[config.mk]
export PLATFORM = sky130hd
export DESIGN_NAME = int8_simd_mac_unit
export DESIGN_NICKNAME = d
export VERILOG_FILES = /design/src/rtl/int8_simd_mac_unit.sv
export SDC_FILE = /design/constraint.sdc
export NUM_CORES = 1
export LEC_CHECK = 0
export ABC_AREA = 1
export CAP_MARGIN = 0
export CORE_ASPECT_RATIO = 0.7
export CORE_MARGIN = 2
export CORE_UTILIZATION = 60
export DETAILED_ROUTE_END_ITERATION = 6
export GPL_TIMING_DRIVEN = 0
export PLACE_DENSITY_LB_ADDON = 0.2
export SKIP_CTS_REPAIR_TIMING = 1
export SYNTH_ARGS = -nofsm -noshare
export SYNTH_HDL_FRONTEND = slang
export SYNTH_SLANG_ARGS = --single-unit
[constraint.sdc]
create_clock -name clk_i -period 8.5 [get_ports clk_i]
set_input_delay 1.275 -clock clk_i [delete_from_list [all_inputs] [get_ports clk_i]]
set_output_delay 1.275 -clock clk_i [all_outputs]
set_load 0.01 [all_outputs]
[src/rtl/int8_simd_mac_unit.sv]
// ---------------------------------------------------------------------------------------------
// int8_simd_mac_unit
//
// INT8 coprocessor execution unit on the custom-3 opcode (0x7B). Decodes MAC8, MAC8.ACC, MUL8,
// CLIP8, SIMD_DOT and SIMD_DOT_SAT, computes the result at issue, carries it through a
// fixed-latency pipeline and returns it through an in-order result FIFO.
//
// Ports
//   clk_i, rst_ni          clock, asynchronous active-low reset
//   flush_i                drop everything in flight and buffered (highest priority)
//   issue_*                issue handshake plus instruction word, ID and operand values
//   issue_accept_o         instruction legal, valid during the handshake cycle
//   issue_writeback_o      mirrors issue_accept_o
//   result_*               FIFO head (valid/ready), ID, rd index, data, overflow flag
//   busy_o                 pipeline or FIFO holds at least one entry
//
// Optional build macro INT8_SIMD_MAC_PERF_CNT_EN adds perf_issued_o (accepted instructions) and
// perf_stall_o (cycles with issue_valid_i && !issue_ready_o). Both wrap and clear on flush.
// ---------------------------------------------------------------------------------------------
module int8_simd_mac_unit #(
    parameter int unsigned XLEN         = 32,
    parameter int unsigned ID_W         = 4,
    parameter int unsigned PIPE_STAGES  = 2,
    parameter int unsigned RESULT_DEPTH = 4
) (
    input  logic            clk_i,
    input  logic            rst_ni,
    input  logic            flush_i,
    input  logic            issue_valid_i,
    output logic            issue_ready_o,
    input  logic [31:0]     issue_instr_i,
    input  logic [ID_W-1:0] issue_id_i,
    input  logic [XLEN-1:0] issue_rs1_i,
    input  logic [XLEN-1:0] issue_rs2_i,
    input  logic [XLEN-1:0] issue_rd_i,
    output logic            issue_accept_o,
    output logic            issue_writeback_o,
    output logic            result_valid_o,
    input  logic            result_ready_i,
    output logic [ID_W-1:0] result_id_o,
    output logic [4:0]      result_rd_o,
    output logic [XLEN-1:0] result_data_o,
    output logic            result_ovf_o,
    output logic            busy_o
`ifdef INT8_SIMD_MAC_PERF_CNT_EN
    ,
    output logic [31:0]     perf_issued_o,
    output logic [31:0]     perf_stall_o
`endif
);

    localparam int unsigned NL    = XLEN / 8;
    localparam int unsigned CNT_W = $clog2(RESULT_DEPTH + 1);
    localparam int unsigned PTR_W = (RESULT_DEPTH > 1) ? $clog2(RESULT_DEPTH) : 1;
    // Wide enough to hold rd plus every lane product exactly for any XLEN.
    localparam int unsigned ACC_W = XLEN + 18;

    localparam logic signed [XLEN-1:0] CLIP_MAX = XLEN'(127);
    localparam logic signed [XLEN-1:0] CLIP_MIN = XLEN'(-128);

    typedef enum logic [2:0] {
        OpMac8,
        OpMac8Acc,
        OpMul8,
        OpClip8,
        OpDot,
        OpDotSat
    } op_e;

    typedef struct packed {
        logic [ID_W-1:0] id;
        logic [4:0]      rd;
        logic [XLEN-1:0] data;
        logic            ovf;
    } entry_t;

    // ---------------------------------------------------------------- decode
    op_e  op;
    logic legal;

    always_comb begin
        op    = OpMac8;
        legal = 1'b0;
        if (issue_instr_i[6:0] == 7'b1111011 && issue_instr_i[14:12] == 3'b000) begin
            case (issue_instr_i[31:25])
                7'd0: begin op = OpMac8;    legal = 1'b1; end
                7'd1: begin op = OpMac8Acc; legal = 1'b1; end
                7'd2: begin op = OpMul8;    legal = 1'b1; end
                7'd3: begin op = OpClip8;   legal = (issue_instr_i[24:20] == 5'd0); end
                7'd4: begin op = OpDot;     legal = 1'b1; end
                7'd5: begin op = OpDotSat;  legal = 1'b1; end
                default: ;
            endcase
        end
    end

    // rs1 register index is not needed by this unit.
    logic unused_rs1_field;
    assign unused_rs1_field = ^issue_instr_i[19:15];

    // ---------------------------------------------------------------- arithmetic
    logic signed [7:0]       a_s, b_s, r8_s;
    logic signed [15:0]      prod_s, lane_prod_s;
    logic signed [16:0]      mac8_s;
    logic signed [XLEN-1:0]  rs1_s, rd_s, prod_x_s, acc_s;
    logic signed [ACC_W-1:0] dot_s;
    logic                    dot_fits;
    logic [XLEN-1:0]         res_data;
    logic                    res_ovf;

    always_comb begin
        a_s      = $signed(issue_rs1_i[7:0]);
        b_s      = $signed(issue_rs2_i[7:0]);
        r8_s     = $signed(issue_rd_i[7:0]);
        rs1_s    = $signed(issue_rs1_i);
        rd_s     = $signed(issue_rd_i);
        prod_s   = 16'(a_s) * 16'(b_s);
        mac8_s   = 17'(prod_s) + 17'(r8_s);
        prod_x_s = XLEN'(prod_s);
        acc_s    = rd_s + prod_x_s;

        lane_prod_s = '0;
        dot_s       = ACC_W'(rd_s);
        for (int unsigned i = 0; i < NL; i++) begin
            lane_prod_s = 16'($signed(issue_rs1_i[8*i +: 8])) * 16'($signed(issue_rs2_i[8*i +: 8]));
            dot_s       = dot_s + ACC_W'(lane_prod_s);
        end
        // Exact sum fits in XLEN when all bits above the XLEN sign bit replicate it.
        dot_fits = (dot_s[ACC_W-1:XLEN-1] == {(ACC_W - XLEN + 1){dot_s[XLEN-1]}});

        res_data = '0;
        res_ovf  = 1'b0;
        case (op)
            OpMac8: begin
                res_data = {{(XLEN - 8){mac8_s[7]}}, mac8_s[7:0]};
                res_ovf  = (mac8_s[16:8] != {9{mac8_s[7]}});
            end
            OpMac8Acc: begin
                res_data = acc_s;
                res_ovf  = (rd_s[XLEN-1] == prod_x_s[XLEN-1]) && (acc_s[XLEN-1] != rd_s[XLEN-1]);
            end
            OpMul8: begin
                res_data = prod_x_s;
            end
            OpClip8: begin
                if (rs1_s > CLIP_MAX) begin
                    res_data = CLIP_MAX;
                    res_ovf  = 1'b1;
                end else if (rs1_s < CLIP_MIN) begin
                    res_data = CLIP_MIN;
                    res_ovf  = 1'b1;
                end else begin
                    res_data = rs1_s;
                end
            end
            OpDot: begin
                res_data = dot_s[XLEN-1:0];
                res_ovf  = !dot_fits;
            end
            OpDotSat: begin
                if (dot_fits) begin
                    res_data = dot_s[XLEN-1:0];
                end else begin
                    res_data = dot_s[ACC_W-1] ? {1'b1, {(XLEN - 1){1'b0}}}
                                              : {1'b0, {(XLEN - 1){1'b1}}};
                    res_ovf  = 1'b1;
                end
            end
            default: ;
        endcase
    end

    // ---------------------------------------------------------------- issue handshake
    logic [CNT_W-1:0] occ_q, occ_d;
    logic             issue_push;
    entry_t           issue_entry;

    assign issue_ready_o     = (occ_q < CNT_W'(RESULT_DEPTH)) && !flush_i;
    assign issue_push        = issue_valid_i && issue_ready_o && legal;
    assign issue_accept_o    = issue_push;
    assign issue_writeback_o = issue_push;

    always_comb begin
        issue_entry.id   = issue_id_i;
        issue_entry.rd   = issue_instr_i[11:7];
        issue_entry.data = res_data;
        issue_entry.ovf  = res_ovf;
    end

    // ---------------------------------------------------------------- pipeline
    // PIPE_STAGES-1 register stages: an entry accepted in cycle N reaches the FIFO write port
    // during cycle N+PIPE_STAGES-1.
    entry_t pipe_out;
    logic   pipe_out_valid;

    if (PIPE_STAGES <= 1) begin : g_no_pipe
        assign pipe_out       = issue_entry;
        assign pipe_out_valid = issue_push;
    end else begin : g_pipe
        entry_t                 stage_q [PIPE_STAGES-1];
        logic [PIPE_STAGES-2:0] vld_q;

        always_ff @(posedge clk_i or negedge rst_ni) begin
            if (!rst_ni) begin
                vld_q <= '0;
                for (int unsigned k = 0; k < PIPE_STAGES - 1; k++) begin
                    stage_q[k] <= '0;
                end
            end else if (flush_i) begin
                vld_q <= '0;
            end else begin
                vld_q[0] <= issue_push;
                if (issue_push) begin
                    stage_q[0] <= issue_entry;
                end
                for (int unsigned k = 1; k < PIPE_STAGES - 1; k++) begin
                    vld_q[k]   <= vld_q[k-1];
                    stage_q[k] <= stage_q[k-1];
                end
            end
        end

        assign pipe_out       = stage_q[PIPE_STAGES-2];
        assign pipe_out_valid = vld_q[PIPE_STAGES-2];
    end

    // ---------------------------------------------------------------- result FIFO
    entry_t           mem_q [RESULT_DEPTH];
    logic [PTR_W-1:0] wr_ptr_q, rd_ptr_q;
    logic [CNT_W-1:0] cnt_q, cnt_d;
    logic             fifo_valid, fifo_push, fifo_pop;
    entry_t           head;

    function automatic logic [PTR_W-1:0] ptr_inc(input logic [PTR_W-1:0] p);
        return (p == PTR_W'(RESULT_DEPTH - 1)) ? '0 : p + PTR_W'(1);
    endfunction

    // Occupancy accounting guarantees a free slot whenever the pipeline delivers.
    assign fifo_valid = (cnt_q != '0);
    assign fifo_push  = pipe_out_valid && !flush_i;
    assign fifo_pop   = fifo_valid && result_ready_i && !flush_i;
    assign head       = mem_q[rd_ptr_q];

    always_comb begin
        cnt_d = cnt_q;
        occ_d = occ_q;
        if (flush_i) begin
            cnt_d = '0;
            occ_d = '0;
        end else begin
            cnt_d = cnt_q + CNT_W'(fifo_push) - CNT_W'(fifo_pop);
            occ_d = occ_q + CNT_W'(issue_push) - CNT_W'(fifo_pop);
        end
    end

    always_ff @(posedge clk_i or negedge rst_ni) begin
        if (!rst_ni) begin
            wr_ptr_q <= '0;
            rd_ptr_q <= '0;
            cnt_q    <= '0;
            occ_q    <= '0;
        end else begin
            cnt_q <= cnt_d;
            occ_q <= occ_d;
            if (flush_i) begin
                wr_ptr_q <= '0;
                rd_ptr_q <= '0;
            end else begin
                if (fifo_push) wr_ptr_q <= ptr_inc(wr_ptr_q);
                if (fifo_pop)  rd_ptr_q <= ptr_inc(rd_ptr_q);
            end
        end
    end

    always_ff @(posedge clk_i) begin
        if (fifo_push) begin
            mem_q[wr_ptr_q] <= pipe_out;
        end
    end

    // Head fields are gated so the outputs read 0 whenever nothing valid is presented.
    assign result_valid_o = fifo_valid;
    assign result_id_o    = fifo_valid ? head.id   : '0;
    assign result_rd_o    = fifo_valid ? head.rd   : '0;
    assign result_data_o  = fifo_valid ? head.data : '0;
    assign result_ovf_o   = fifo_valid && head.ovf;
    assign busy_o         = (occ_q != '0);

`ifdef INT8_SIMD_MAC_PERF_CNT_EN
    // ---------------------------------------------------------------- perf counters
    logic [31:0] perf_issued_q, perf_stall_q;

    always_ff @(posedge clk_i or negedge rst_ni) begin
        if (!rst_ni) begin
            perf_issued_q <= '0;
            perf_stall_q  <= '0;
        end else if (flush_i) begin
            perf_issued_q <= '0;
            perf_stall_q  <= '0;
        end else begin
            perf_issued_q <= perf_issued_q + 32'(issue_push);
            perf_stall_q  <= perf_stall_q + 32'(issue_valid_i && !issue_ready_o);
        end
    end

    assign perf_issued_o = perf_issued_q;
    assign perf_stall_o  = perf_stall_q;
`endif

endmodule

==> reports/results.tsv <==
metric	value	unit
ff2ff_path_depth	9	
worstMarginPinSlew	1.11	ns
synth_xor_area_share	1.40	%
core_area	0.0480	sq mm
required	8.95	ns
yosys_warnings	0	
critical_path.max_stage_delay	0.64	ns
drive_gt1_share	11.3	%
period_share	125	%
die_h	189	microns
pre_cts_ws	-3.64	ns
postSynthCellCount	3685	
worst_slack	-2.11	ns
grt_start_max_net_pins	31	
hold_depth	0	
cts_max_path_buffers	3	
root_buffer	clkbuf_16	
clk_pin_slew	0.07	ns
worst-path-buf-inv	10	
start_util	61.0	%
antenna_found_initial	0	
slew_headroom	25.7	%
synth_seq_cells	221	
cpLargestDelayFamily	adder cells	
routed-via-count	24916	
synth_compound_area_share	6.40	%
hold_class	reg -> reg	
setup_viol	33	
hold_violations	0	
cp_max_fo	8	
path_class	in -> reg	
chipWidth	268	microns
core.rowCount	67	
vias_per_cell	5.46	
synth_top_family_by_area	adder cells	
first_global_vias	24066	
ioPinCount	184	
seq_area_frac_synth	21.7	%
max_cap_violations	0	
grt.overflow.total	0	
cp-end-kind	register	
cp-start-kind	input port	
synth_mux_area_share	0	%
syn-cell-area	0.0293	sq mm
syn_avg_cell_area	7.96	sq um
drt-total-wl	87400	microns
place.gp.congestion	1.06	
dp_hpwl	71800	microns
clock_latency	0.51	ns
syn_to_final_growth	17.5	%
grt_usage	34.7	%
fmax	94.2	MHz
wl_per_cell	19.2	microns
fin_crit	10.61	ns
n_antenna_cell	0	
drtIter0Drc	2387	
cp_slowest_cell	fa_2	
drc	0	
nets	4669	
numCtsBuffers	19	
cp.arrival	11.06	ns
n_fill_cell	3858	
cts_tree	built	
antenna_left	0	
skew	0.0131	ns
violations	negative setup slack	
htree_levels	1	
rsz0062_at_grt	true	
yosys.area_share.simple	19.9	%
cts_sinks	221	
status	finished, violations left	
die_area	0.0507	sq mm
io_buffers	131	
synthAdderAreaFrac	37.9	%
grt_first_pass_wirelength	134000	microns
firstDrtPassIters	6	
synth_edf_count	168	
drv_slew	0	
path_depth	47	
syn_nets	4462	
cp_common_cell	fa_1	
async_flop_share	24.0	%
synthDistinctLibCells	46	
ys.flop_type	edfxtp_1	
through the flow:
| step | instances | setup TNS [ns] | hold WS (ns) | utilization, % | instance area, sq um |
|---|---|---|---|---|---|
| floorplan | 3685 | -49.45 | 0.476 | - | 29800 |
| global placement | 4471 | -112.33 | 0.500 | 66.4 | 31900 |
| detailed placement | 4476 | -113.98 | 0.501 | 66.7 | 32000 |
| CTS | 4510 | -97.87 | 0.519 | 67.9 | 32600 |
| global route | 4560 | -78.97 | 0.529 | 71.7 | 34500 |
| finish | 4560 | -66.87 | 0.518 | 71.7 | 34500 |
routing by layer:
layer  part of all wire (%)  track usage (%)  vias up
li1                       -                -    11587
met1                     44             52.3    11992
met2                     42             50.0     1208
met3                     12             10.1      129
met4                    2.3             7.03        0
met5                      0                0        -
synth_stat cells (3+ instances only):
cell | instances | area share [%]
nand2_1 | 835 | 11
nor3_1 | 23 | 0.39
buf_6 | 3 | 0.12
edfxtp_1 | 168 | 17
ha_1 | 227 | 9.7
buf_2 | 12 | 0.20
o22ai_1 | 5 | 0.11
o221ai_1 | 3 | 0.090
fa_1 | 413 | 28
clkbuf_1 | 102 | 1.3
o211ai_1 | 12 | 0.31
nand2_2 | 10 | 0.21
a211oi_1 | 3 | 0.077
o21a_1 | 3 | 0.077
o21bai_1 | 8 | 0.20
clkinv_1 | 3 | 0.038
dfrtp_1 | 53 | 4.5
or2_2 | 11 | 0.23
inv_1 | 850 | 11
nand3b_1 | 5 | 0.13
nand3_1 | 153 | 2.6
a21oi_1 | 138 | 2.4
nor4_1 | 7 | 0.15
xnor2_1 | 24 | 0.72
xor2_1 | 21 | 0.63
inv_2 | 8 | 0.10
nor2_1 | 366 | 4.7
o21ai_0 | 170 | 2.9
nand4_1 | 19 | 0.41
and2_1 | 5 | 0.11
buf_1 | 5 | 0.064
cells in the final DEF (no fill, tap or decap), types with 5 or more instances in the layout:
master / netlist / routed
nor3_1: 23 / 21
nor2_1: 366 / 339
edfxtp_1: 168 / 168
buf_1: 5 / 5
nor2_2: 2 / 14
inv_1: 850 / 820
dfrtp_1: 53 / 53
or2_2: 11 / 11
a21oi_2: 0 / 13
buf_12: 0 / 7
nand2_2: 10 / 82
buf_4: 1 / 48
inv_2: 8 / 36
fa_2: 0 / 11
clkinv_1: 3 / 6
ha_2: 0 / 6
nand3_2: 0 / 26
clkdlybuf4s50_1: 0 / 128
o21ai_0: 170 / 166
nor2_4: 1 / 16
nand3_1: 153 / 126
nor4_1: 7 / 7
clkbuf_1: 102 / 93
nand4_1: 19 / 19
a21oi_1: 138 / 122
ha_4: 0 / 72
nand2_4: 1 / 19
o21bai_1: 8 / 8
clkbuf_16: 0 / 25
ha_1: 227 / 149
buf_2: 12 / 9
clkbuf_2: 0 / 9
fa_1: 413 / 402
xor2_1: 21 / 17
xnor2_1: 24 / 24
nand3b_1: 5 / 5
o211ai_1: 12 / 12
nand2_1: 835 / 744
worst reg2reg max path: stages (launching register included):
cell and delay (ns):
dfrtp_1 0.40, or2_2 0.31, nor2_1 0.62, nor3_1 0.31
ha_1 0.36, inv_1 0.04, ha_1 0.18, fa_1 0.39
o21ai_0 0.18, a21oi_1 0.06
cell families (layout without fill, tap and decap cells):
kind of cell               count (synthesis)  count (layout)
and+or+nand+nor                         1441            1441
buffers and inverters                    984            1204
adders and majority gates                640             640
AOI/OAI and AO/OA                        353             353
DFF                                      221             221
xor gates and xnor gates                  46              46
path summary, 6_finish.rpt:
check,startpoint,end,slack (ns)
setup reg to reg,cnt_q[1]$_DFF_PN0_,cnt_q[2]$_DFF_PN0_,5.54
hold / removal,g_pipe.stage_q[7]$_DFFE_PN0P_,mem_q[0][7]$_DFFE_PP_,0.52
hold reg to reg,g_pipe.stage_q[7]$_DFFE_PN0P_,mem_q[0][7]$_DFFE_PP_,0.52
max in group asynchronous,rst_ni,g_pipe.stage_q[23]$_DFFE_PN0P_,7.11
setup / recovery,issue_rs1_i[7],g_pipe.stage_q[30]$_DFFE_PN0P_,-2.11
min in group asynchronous,rst_ni,g_pipe.stage_q[33]$_DFFE_PN0P_,0.77
sequential cells by signal, indices dropped and copies added, names as in the netlist:
register and flops:
rd_ptr_q 2, g_pipe.stage_q 42, mem_q 168, g_pipe.vld_q 1, cnt_q 3, occ_q 3, wr_ptr_q 2
cell type report:
class                           instances  area [sq um]  share of cell area [%]
Tap cell                              655           820                    2.38
Timing Repair Buffer                  187          1900                    5.50
Inverter                              861          3240                    9.40
Clock inverter                          7          67.6                   0.196
Buffer                                122           583                    1.69
Multi-Input combinational cell       2480         20900                    60.8
Sequential cell                       221          6370                    18.5
Clock buffer                           27           537                    1.56
Power is not shown: default switching activity piles up to over one toggle a cycle in this logic, so the estimate is an artifact.
